--- src/rtl/iiitb_fifo_arb_ctrl_if.sv ---
// Handshake bundle between the FIFO arbiter/controller, its two producers,
// the shared FIFO and the consumer.
interface iiitb_fifo_arb_ctrl_if #(
    parameter int unsigned DW = 8,
    parameter int unsigned CW = 5
);
    logic          req0_valid;
    logic [DW-1:0] req0_data;
    logic          req0_ready;
    logic          req1_valid;
    logic [DW-1:0] req1_data;
    logic          req1_ready;
    logic          fifo_write;
    logic [DW-1:0] fifo_wdata;
    logic          fifo_read;
    logic [DW-1:0] fifo_rdata;
    logic          out_valid;
    logic [DW-1:0] out_data;
    logic          out_ready;
    logic [CW-1:0] occupancy;
    logic [1:0]    owner;

    // Controller side
    modport slave (
        input  req0_valid, req0_data, req1_valid, req1_data, fifo_rdata, out_ready,
        output req0_ready, req1_ready, fifo_write, fifo_wdata, fifo_read,
               out_valid, out_data, occupancy, owner
    );

    // Producer / FIFO / consumer side
    modport master (
        output req0_valid, req0_data, req1_valid, req1_data, fifo_rdata, out_ready,
        input  req0_ready, req1_ready, fifo_write, fifo_wdata, fifo_read,
               out_valid, out_data, occupancy, owner
    );
endinterface

--- src/rtl/iiitb_fifo_arb_ctrl.sv ---
// Shares one 16x8 synchronous FIFO between two producers (round-robin with
// bounded bursts) and drains it toward a single valid/ready consumer.
module iiitb_fifo_arb_ctrl #(
    parameter int unsigned DW    = 8,
    parameter int unsigned DEPTH = 16,
    parameter int unsigned CW    = 5,
    parameter int unsigned BURST = 4
) (
    input  logic                  CLK,
    input  logic                  RSTn,
    iiitb_fifo_arb_ctrl_if.slave  bus
);
    localparam int unsigned BCW = 4;

    typedef enum logic [1:0] {
        ST_IDLE = 2'b00,
        ST_GNT0 = 2'b01,
        ST_GNT1 = 2'b10
    } state_t;

    state_t         r_state;
    state_t         w_state_nxt;
    logic           r_last_owner;
    logic           w_last_owner_nxt;
    logic [BCW-1:0] r_burst_cnt;
    logic [BCW-1:0] w_burst_cnt_nxt;
    logic [CW-1:0]  r_occ;
    logic           r_out_valid;

    logic           w_full;
    logic           w_empty;
    logic           w_ready0;
    logic           w_ready1;
    logic           w_beat;
    logic [DW-1:0]  w_wdata;
    logic           w_own_valid;
    logic           w_oth_valid;
    logic           w_release;
    logic           w_read;

    assign w_full  = (r_occ == CW'(DEPTH));
    assign w_empty = (r_occ == '0);

    // Arbiter state register
    always_ff @(posedge CLK) begin
        if (!RSTn) begin
            r_state      <= ST_IDLE;
            r_last_owner <= 1'b1;
            r_burst_cnt  <= '0;
        end else begin
            r_state      <= w_state_nxt;
            r_last_owner <= w_last_owner_nxt;
            r_burst_cnt  <= w_burst_cnt_nxt;
        end
    end

    // Next-state: a stalled grant (valid high, FIFO full) neither counts nor releases
    always_comb begin
        w_state_nxt      = r_state;
        w_last_owner_nxt = r_last_owner;
        w_burst_cnt_nxt  = r_burst_cnt;
        case (r_state)
            ST_IDLE: begin
                if (bus.req0_valid && bus.req1_valid) begin
                    w_state_nxt = r_last_owner ? ST_GNT0 : ST_GNT1;
                end else if (bus.req0_valid) begin
                    w_state_nxt = ST_GNT0;
                end else if (bus.req1_valid) begin
                    w_state_nxt = ST_GNT1;
                end
            end
            ST_GNT0, ST_GNT1: begin
                if (w_release) begin
                    w_last_owner_nxt = (r_state == ST_GNT1);
                    w_burst_cnt_nxt  = '0;
                    if (w_oth_valid) begin
                        w_state_nxt = (r_state == ST_GNT0) ? ST_GNT1 : ST_GNT0;
                    end else if (w_own_valid) begin
                        w_state_nxt = r_state;
                    end else begin
                        w_state_nxt = ST_IDLE;
                    end
                end else if (w_beat) begin
                    w_burst_cnt_nxt = r_burst_cnt + BCW'(1);
                end
            end
            default: w_state_nxt = ST_IDLE;
        endcase
    end

    // Outputs decoded from the state register; all strobes forced low in reset
    always_comb begin
        w_ready0    = 1'b0;
        w_ready1    = 1'b0;
        w_beat      = 1'b0;
        w_wdata     = '0;
        w_own_valid = 1'b0;
        w_oth_valid = 1'b0;
        case (r_state)
            ST_GNT0: begin
                w_own_valid = bus.req0_valid;
                w_oth_valid = bus.req1_valid;
                w_ready0    = RSTn & ~w_full;
                w_beat      = bus.req0_valid & w_ready0;
                w_wdata     = bus.req0_data;
            end
            ST_GNT1: begin
                w_own_valid = bus.req1_valid;
                w_oth_valid = bus.req0_valid;
                w_ready1    = RSTn & ~w_full;
                w_beat      = bus.req1_valid & w_ready1;
                w_wdata     = bus.req1_data;
            end
            default: ;
        endcase
        w_release = ~w_own_valid | (w_beat & (r_burst_cnt == BCW'(BURST - 1)));
        w_read    = RSTn & ~w_empty & (~r_out_valid | bus.out_ready);
    end

    // Occupancy and consumer-side valid
    always_ff @(posedge CLK) begin
        if (!RSTn) begin
            r_occ       <= '0;
            r_out_valid <= 1'b0;
        end else begin
            r_occ <= r_occ + CW'(w_beat) - CW'(w_read);
            if (w_read) begin
                r_out_valid <= 1'b1;
            end else if (bus.out_ready) begin
                r_out_valid <= 1'b0;
            end
        end
    end

    assign bus.req0_ready = w_ready0;
    assign bus.req1_ready = w_ready1;
    assign bus.fifo_write = w_beat;
    assign bus.fifo_wdata = w_wdata;
    assign bus.fifo_read  = w_read;
    assign bus.out_valid  = RSTn & r_out_valid;
    assign bus.out_data   = bus.fifo_rdata;
    assign bus.occupancy  = RSTn ? r_occ : '0;
    assign bus.owner      = RSTn ? r_state : ST_IDLE;

endmodule
--- src/flat_wrapper.sv ---
// flat-port wrapper written by rule: the top's interface ports become plain ports
module iiitb_fifo_arb_ctrl_flat 
#(
    parameter int unsigned DW    = 8,
    parameter int unsigned DEPTH = 16,
    parameter int unsigned CW    = 5,
    parameter int unsigned BURST = 4
)
  (CLK, RSTn, bus_req0_valid, bus_req0_data, bus_req1_valid, bus_req1_data, bus_fifo_rdata, bus_out_ready, bus_req0_ready, bus_req1_ready, bus_fifo_write, bus_fifo_wdata, bus_fifo_read, bus_out_valid, bus_out_data, bus_occupancy, bus_owner);
  iiitb_fifo_arb_ctrl_if #(.DW(DW), .CW(CW)) bus_i ();
  input  logic CLK;
  input  logic RSTn;
  input wire logic [$bits(bus_i.req0_valid)-1:0] bus_req0_valid;
  input wire logic [$bits(bus_i.req0_data)-1:0] bus_req0_data;
  input wire logic [$bits(bus_i.req1_valid)-1:0] bus_req1_valid;
  input wire logic [$bits(bus_i.req1_data)-1:0] bus_req1_data;
  input wire logic [$bits(bus_i.fifo_rdata)-1:0] bus_fifo_rdata;
  input wire logic [$bits(bus_i.out_ready)-1:0] bus_out_ready;
  output wire logic [$bits(bus_i.req0_ready)-1:0] bus_req0_ready;
  output wire logic [$bits(bus_i.req1_ready)-1:0] bus_req1_ready;
  output wire logic [$bits(bus_i.fifo_write)-1:0] bus_fifo_write;
  output wire logic [$bits(bus_i.fifo_wdata)-1:0] bus_fifo_wdata;
  output wire logic [$bits(bus_i.fifo_read)-1:0] bus_fifo_read;
  output wire logic [$bits(bus_i.out_valid)-1:0] bus_out_valid;
  output wire logic [$bits(bus_i.out_data)-1:0] bus_out_data;
  output wire logic [$bits(bus_i.occupancy)-1:0] bus_occupancy;
  output wire logic [$bits(bus_i.owner)-1:0] bus_owner;
  assign bus_i.req0_valid = bus_req0_valid;
  assign bus_i.req0_data = bus_req0_data;
  assign bus_i.req1_valid = bus_req1_valid;
  assign bus_i.req1_data = bus_req1_data;
  assign bus_i.fifo_rdata = bus_fifo_rdata;
  assign bus_i.out_ready = bus_out_ready;
  assign bus_req0_ready = bus_i.req0_ready;
  assign bus_req1_ready = bus_i.req1_ready;
  assign bus_fifo_write = bus_i.fifo_write;
  assign bus_fifo_wdata = bus_i.fifo_wdata;
  assign bus_fifo_read = bus_i.fifo_read;
  assign bus_out_valid = bus_i.out_valid;
  assign bus_out_data = bus_i.out_data;
  assign bus_occupancy = bus_i.occupancy;
  assign bus_owner = bus_i.owner;
  iiitb_fifo_arb_ctrl #(.DW(DW), .DEPTH(DEPTH), .CW(CW), .BURST(BURST)) u_core (.CLK(CLK), .RSTn(RSTn), .bus(bus_i));
endmodule
--- config.mk ---
export PLATFORM = sky130hd
export DESIGN_NAME = iiitb_fifo_arb_ctrl_flat
export DESIGN_NICKNAME = d
export VERILOG_FILES = /design/src/rtl/iiitb_fifo_arb_ctrl_if.sv /design/src/rtl/iiitb_fifo_arb_ctrl.sv /design/src/flat_wrapper.sv
export SDC_FILE = /design/constraint.sdc
export NUM_CORES = 1
export LEC_CHECK = 0
export CAP_MARGIN = 10
export CORE_MARGIN = 5
export CORE_UTILIZATION = 41
export CTS_BUF_LIST = sky130_fd_sc_hd__clkbuf_8
export DETAILED_ROUTE_END_ITERATION = 10
export DONT_BUFFER_PORTS = 1
export GPL_ROUTABILITY_DRIVEN = 0
export PLACE_DENSITY = 0.55
export SLEW_MARGIN = 20
export SYNTH_ARGS = -nofsm -noshare
export SYNTH_HDL_FRONTEND = slang
export SYNTH_SLANG_ARGS = --single-unit
--- constraint.sdc ---
create_clock -name CLK -period 5.1 [get_ports CLK]
set_clock_uncertainty 0.2 [all_clocks]
set_input_delay 0.51 -clock CLK [delete_from_list [all_inputs] [get_ports CLK]]
set_output_delay 0.51 -clock CLK [all_outputs]
set_load 0.005 [all_outputs]
# == Word level (Yosys, flattened, before mapping) ==
# Index checks and enable logic that the tools add are counted.
# W data, S select, Z words.
# word_totals
regBits,13
latch_bits,0
mem_bits_rw,0
mem_bits_ro,0
out_inout_bits,28
wordCells,58
mem_count,0
# op_classes
addsub,3
n_mul,0
div_mod_pow,0
order_cmp,0
n_eq_ne,7
n_shift,0
muxes,21
bitwise,13
n_reduce_logical,9
# op_table
op,count
$mux W2,9
$pmux W8 S2,1
$mux W4,2
$and A1 B1 Y1,7
$pmux W1 S2,3
$add A5 B1 Y5,1
$eq A5 B5 Y1 const B,1
$logic_not A5 Y1,1
$mux W5,1
$sub A5 B1 Y5,1
$add A4 B1 Y4 const B,1
$eq A4 B2 Y1 const B,1
$mux W1,4
$ne A4 B3 Y1 const B,1
$not A1 Y1,4
$pmux W2 S2,1
$reduce_and A2 Y1,2
$reduce_bool A2 Y1,2
$ne A3 B3 Y1 const B,1
$reduce_and A3 Y1,1
$eq A2 B1 Y1 const B,1
$eq A2 B2 Y1 const B,1
$logic_not A2 Y1,1
$ne A2 B1 Y1 const B,1
other kinds (3),4

# == Longest topological paths before layout ==
# depth
ltp_word,9
depth_mapped,15
mapped_depth_nobuf,14

# == Worst setup path after synthesis ==
# OpenSTA, ideal clock, no wires.
# synth_path
path_type,input-to-reg
start,input RSTn
end,register u_core.r_occ[4]
setup_ns,0.131
arrival_time_ns,2.549
required_ns,4.769
path_slack_ns,2.220
path_stages,13
n_path_buf,2
path_cell_list,clkbuf_1 clkbuf_1 o21ai_0 nor2_1 ha_1 inv_1 ha_1 inv_1 fa_1 nor2b_1 o21bai_1 a21oi_1 nor3b_1
# synth_lines
element,line,source
from (decl),flat_wrapper.sv:12,input logic RSTn;
$and A1 B1 Y1 (2 in a row),iiitb_fifo_arb_ctrl.sv:117,w_read = RSTn & ~w_empty & (~r_out_valid | bus.out_ready);
net bus_fifo_read,flat_wrapper.sv:23,output wire logic [$bits(bus_i.fifo_read)-1:0] bus_fifo_read;
$sub A5 B1 Y5,iiitb_fifo_arb_ctrl.sv:126,r_occ <= r_occ + CW'(w_beat) - CW'(w_read);
to (signal assigned),iiitb_fifo_arb_ctrl.sv:126,
to (decl),iiitb_fifo_arb_ctrl.sv:27,logic [CW-1:0] r_occ;
# The timed path passes the listed nets, and every way through them passes these cells.
# A chain may end at the register's enable or synchronous reset.

# == Worst setup path in the final report ==
# layout_path
start,register u_core.r_state[0]
end,register u_core.r_occ[4]
# layout_between
elab_chain_cells,4
# layout_lines
element,line,source
from (decl),iiitb_fifo_arb_ctrl.sv:21,state_t r_state;
from (signal assigned),iiitb_fifo_arb_ctrl.sv:51,r_state <= w_state_nxt;
$eq A2 B2 Y1 or $eq A2 B1 Y1 (tied branches),iiitb_fifo_arb_ctrl.sv:99,case (r_state)
$pmux W1 S2 *,iiitb_fifo_arb_ctrl.sv:99,
$add A5 B1 Y5 *,iiitb_fifo_arb_ctrl.sv:126,
$sub A5 B1 Y5 *,iiitb_fifo_arb_ctrl.sv:126,
# Mark *: on every way between the ends. The rest lies on a longest branch, timed or not.

==> flow_metrics.py <==
metrics = {
    "floorplanning": {
        "die_h_um": 63.53,
        "die_area_um2": 4036,
        "die_x_um": 63.53,
        "row_count": 19,
        "io_pins": 57,
        "start_util": 0.4260,
        "coreArea_um2": 2758,
    },
    "worst_setup_path": {
        "path_buf_inv": 3,
        "cp_cell_sequence": "inv_1 > ha_1 > mux2i_1 > nor3_1 > nand2_1 > ha_1 > inv_1 > ha_1 > inv_1 > fa_1 > nor2b_1 > o21bai_1 > a21oi_1 > nor3b_1",
        "r2r_end": "u_core.r_occ[4]",
        "r2r_slack_ps": 1850,
        "timing.rr.start": "u_core.r_state[0]",
        "ff2ff_path_depth": 14,
        "end_kind": "flip-flop",
        "critPathMaxStageDelay_ps": 500,
        "cp_max_fo": 16,
        "worstPathRequired_ps": 5010,
        "cp.arrival_ps": 3160,
        "start_kind": "flip-flop",
        "critical_path_class": "reg2reg",
        "slowest_stage": "ha_1",
        "cp_top_family": "adder cells",
    },
    "clocking": {
        "cts_hold_buffers": 0,
        "clock_sinks": 13,
        "clk_root_buffer_cell": "clkbuf_8",
        "post-cts-setup-buffers": 0,
        "cts_max_path_buffers": 2,
        "cts_tree": "yes",
        "htreeDepth": 1,
        "cts_resized": 0,
        "clk_pin_slew_ps": 50,
        "clk_latency_ps": 240,
        "cts_buffers": 3,
    },
    "final_layout": {
        "final_nets": 185,
        "layout_commonest_cell": "nor2_1",
        "area_growth_pct": -0.5326,
        "final_cell_mix": "nor2_1 (21), inv_1 (16), dfxtp_1 (13)",
        "diodes": 0,
        "drive_gt1_frac": 0.05594,
    },
    "synth": {
        "syn_area_um2": 1175,
        "synth_fp_nets": 195,
        "yosys_warnings": 0,
        "ys.flop_type": "dfxtp_1",
        "syn_inst": 154,
        "seq_area_frac_synth": 0.2215,
        "ys_seq_elements": 13,
        "syn_area_per_cell_um2": 7.629,
        "synthArstFlopShare": 0,
        "ys_types": 40,
        "synth_edf_count": 0,
    },
    "pwr": {
        "ir_worst_vdd_mv": 0.2661,
        "p_per_area_nw_per_um2": 493.4,
        "power.leakage_uw": 0.0004938,
    },
    "drt": {
        "dr.pass1.iters": 4,
        "final_antenna_net_count": 0,
        "drt_wl_total_um": 2635,
        "via_per_inst": 5.851,
        "drc": 0,
        "wl_per_cell_um": 15.14,
        "drt_iter0_markers": 36,
        "vias": 1018,
    },
    "place": {
        "dpl.hpwl_um": 2082,
        "port_buffers": 0,
    },
    "global_routing": {
        "antenna_found_initial": 0,
        "grt_pass1_vias": 1001,
        "grt_overflow": 0,
        "grt_pass1_wl_um": 4381,
        "grt_max_degree": 21,
        "grt_use_total": 0.1297,
    },
    "worst_hold_path": {
        "whs_path_depth": 1,
        "hold_class": "in2reg",
        "hold_start": "RSTn",
        "min_to": "u_core.r_occ[0]",
    },
    "timing": {
        "worst_pin_slew_ps": 540.4,
        "fmax_mhz": 307.6,
        "timing.final.crit_share": 0.6375,
        "maxSlewViolCount": 0,
        "tns_ps": 0,
        "final_hold_viol_count": 0,
        "fin_crit_ps": 3251,
        "hold_ws_ps": 199.0,
        "max_slew_margin": 0.6397,
        "rsz0062_at_grt": "no",
        "setup_viol": 0,
    },
    "run": {
        "cap_violations": 0,
    },
    "outcome": {
        "status": "finished clean",
    },
}
## through the flow
stage	setup WS, ps	utilization	instances	cell area, um^2	total power, uW
floorplan	2220	-	154	1175	438.9
finish	1849	0.4238	174	1169	576.6
global route	1509	0.4238	174	1169	639.7
global placement	2027	0.4074	170	1124	486.4
detailed placement	1859	0.4074	170	1124	494.5
CTS	1860	0.4238	174	1169	586.5
## sequential cells by signal, indices dropped and copies added (netlist names)
| name | count |
|---|---|
| u_core.r_burst_cnt | 4 |
| u_core.r_out_valid | 1 |
| u_core.r_state | 2 |
| u_core.r_last_owner | 1 |
| u_core.r_occ | 5 |
## how the worst max path moves through the flow
stage,startpoint,to,cells after the start
after floorplan,RSTn,u_core.r_occ[4],13
after global placement,u_core.r_state[0],u_core.r_occ[4],14
after detailed placement,u_core.r_state[0],u_core.r_occ[4],14
after CTS,u_core.r_state[0],u_core.r_occ[4],14
after global routing,u_core.r_state[0],u_core.r_occ[4],14
final,u_core.r_state[0],u_core.r_occ[4],14
## synthesized netlist by cell type, types with 2 or more instances
master,number,area share
dfxtp_1,13,0.22
inv_1,15,0.048
nand2_1,12,0.038
nand3_1,4,0.017
nor2b_1,3,0.016
ha_1,11,0.12
o22ai_1,2,0.011
nand4bb_1,2,0.019
and2_1,3,0.016
a22oi_1,9,0.058
and3_1,2,0.011
nand4_1,3,0.016
nor2_1,21,0.067
buf_4,9,0.058
nand2b_1,5,0.027
clkbuf_1,6,0.019
mux2i_1,4,0.034
a21oi_1,4,0.017
nor3_1,2,0.0085
o21ai_0,4,0.017
## where the power goes
| part | total [uW] | internal (uW) | switching, uW |
|---|---|---|---|
| combinational | 329 | 143 | 186 |
| sequential | 160 | 133 | 27.6 |
| clock | 87.2 | 53.0 | 34.2 |
| total | 577 | 329 | 248 |
## cell type report
class / count / area, um^2
sequential: 13 / 260.3
multi-input combinational: 111 / 768.2
tap: 31 / 38.79
clock buffer: 3 / 41.29
fill: 284 / 1589
inverter: 15 / 56.30
clock inverter: 1 / 3.754
## kinds of logic after synthesis
group,after synthesis,share of synthesized area
flops,13,0.2215
simple gates,63,0.2875
mux,4,0.03408
compound gates,30,0.1832
xor+xnor,2,0.01491
fa+ha+maj,12,0.1342
buf+inv,30,0.1246
## per-layer routing
metal,share of wire,vias up,track usage
met3,0.076,12,0.03375
met1,0.43,466,0.1462
met2,0.47,39,0.2208
met5,0,-,0
li1,-,501,-
met4,0.022,0,0.06753
## worst register-to-register path: stages, from the launching register on
cell and delay, ps:
dfxtp_1 330, inv_1 90, ha_1 500, mux2i_1 190, nor3_1 270, nand2_1 140, ha_1 290, inv_1 60
ha_1 160, inv_1 60, fa_1 370, nor2b_1 160, o21bai_1 100, a21oi_1 160, nor3b_1 60
Note: power is estimated with default switching activity, not from simulation.
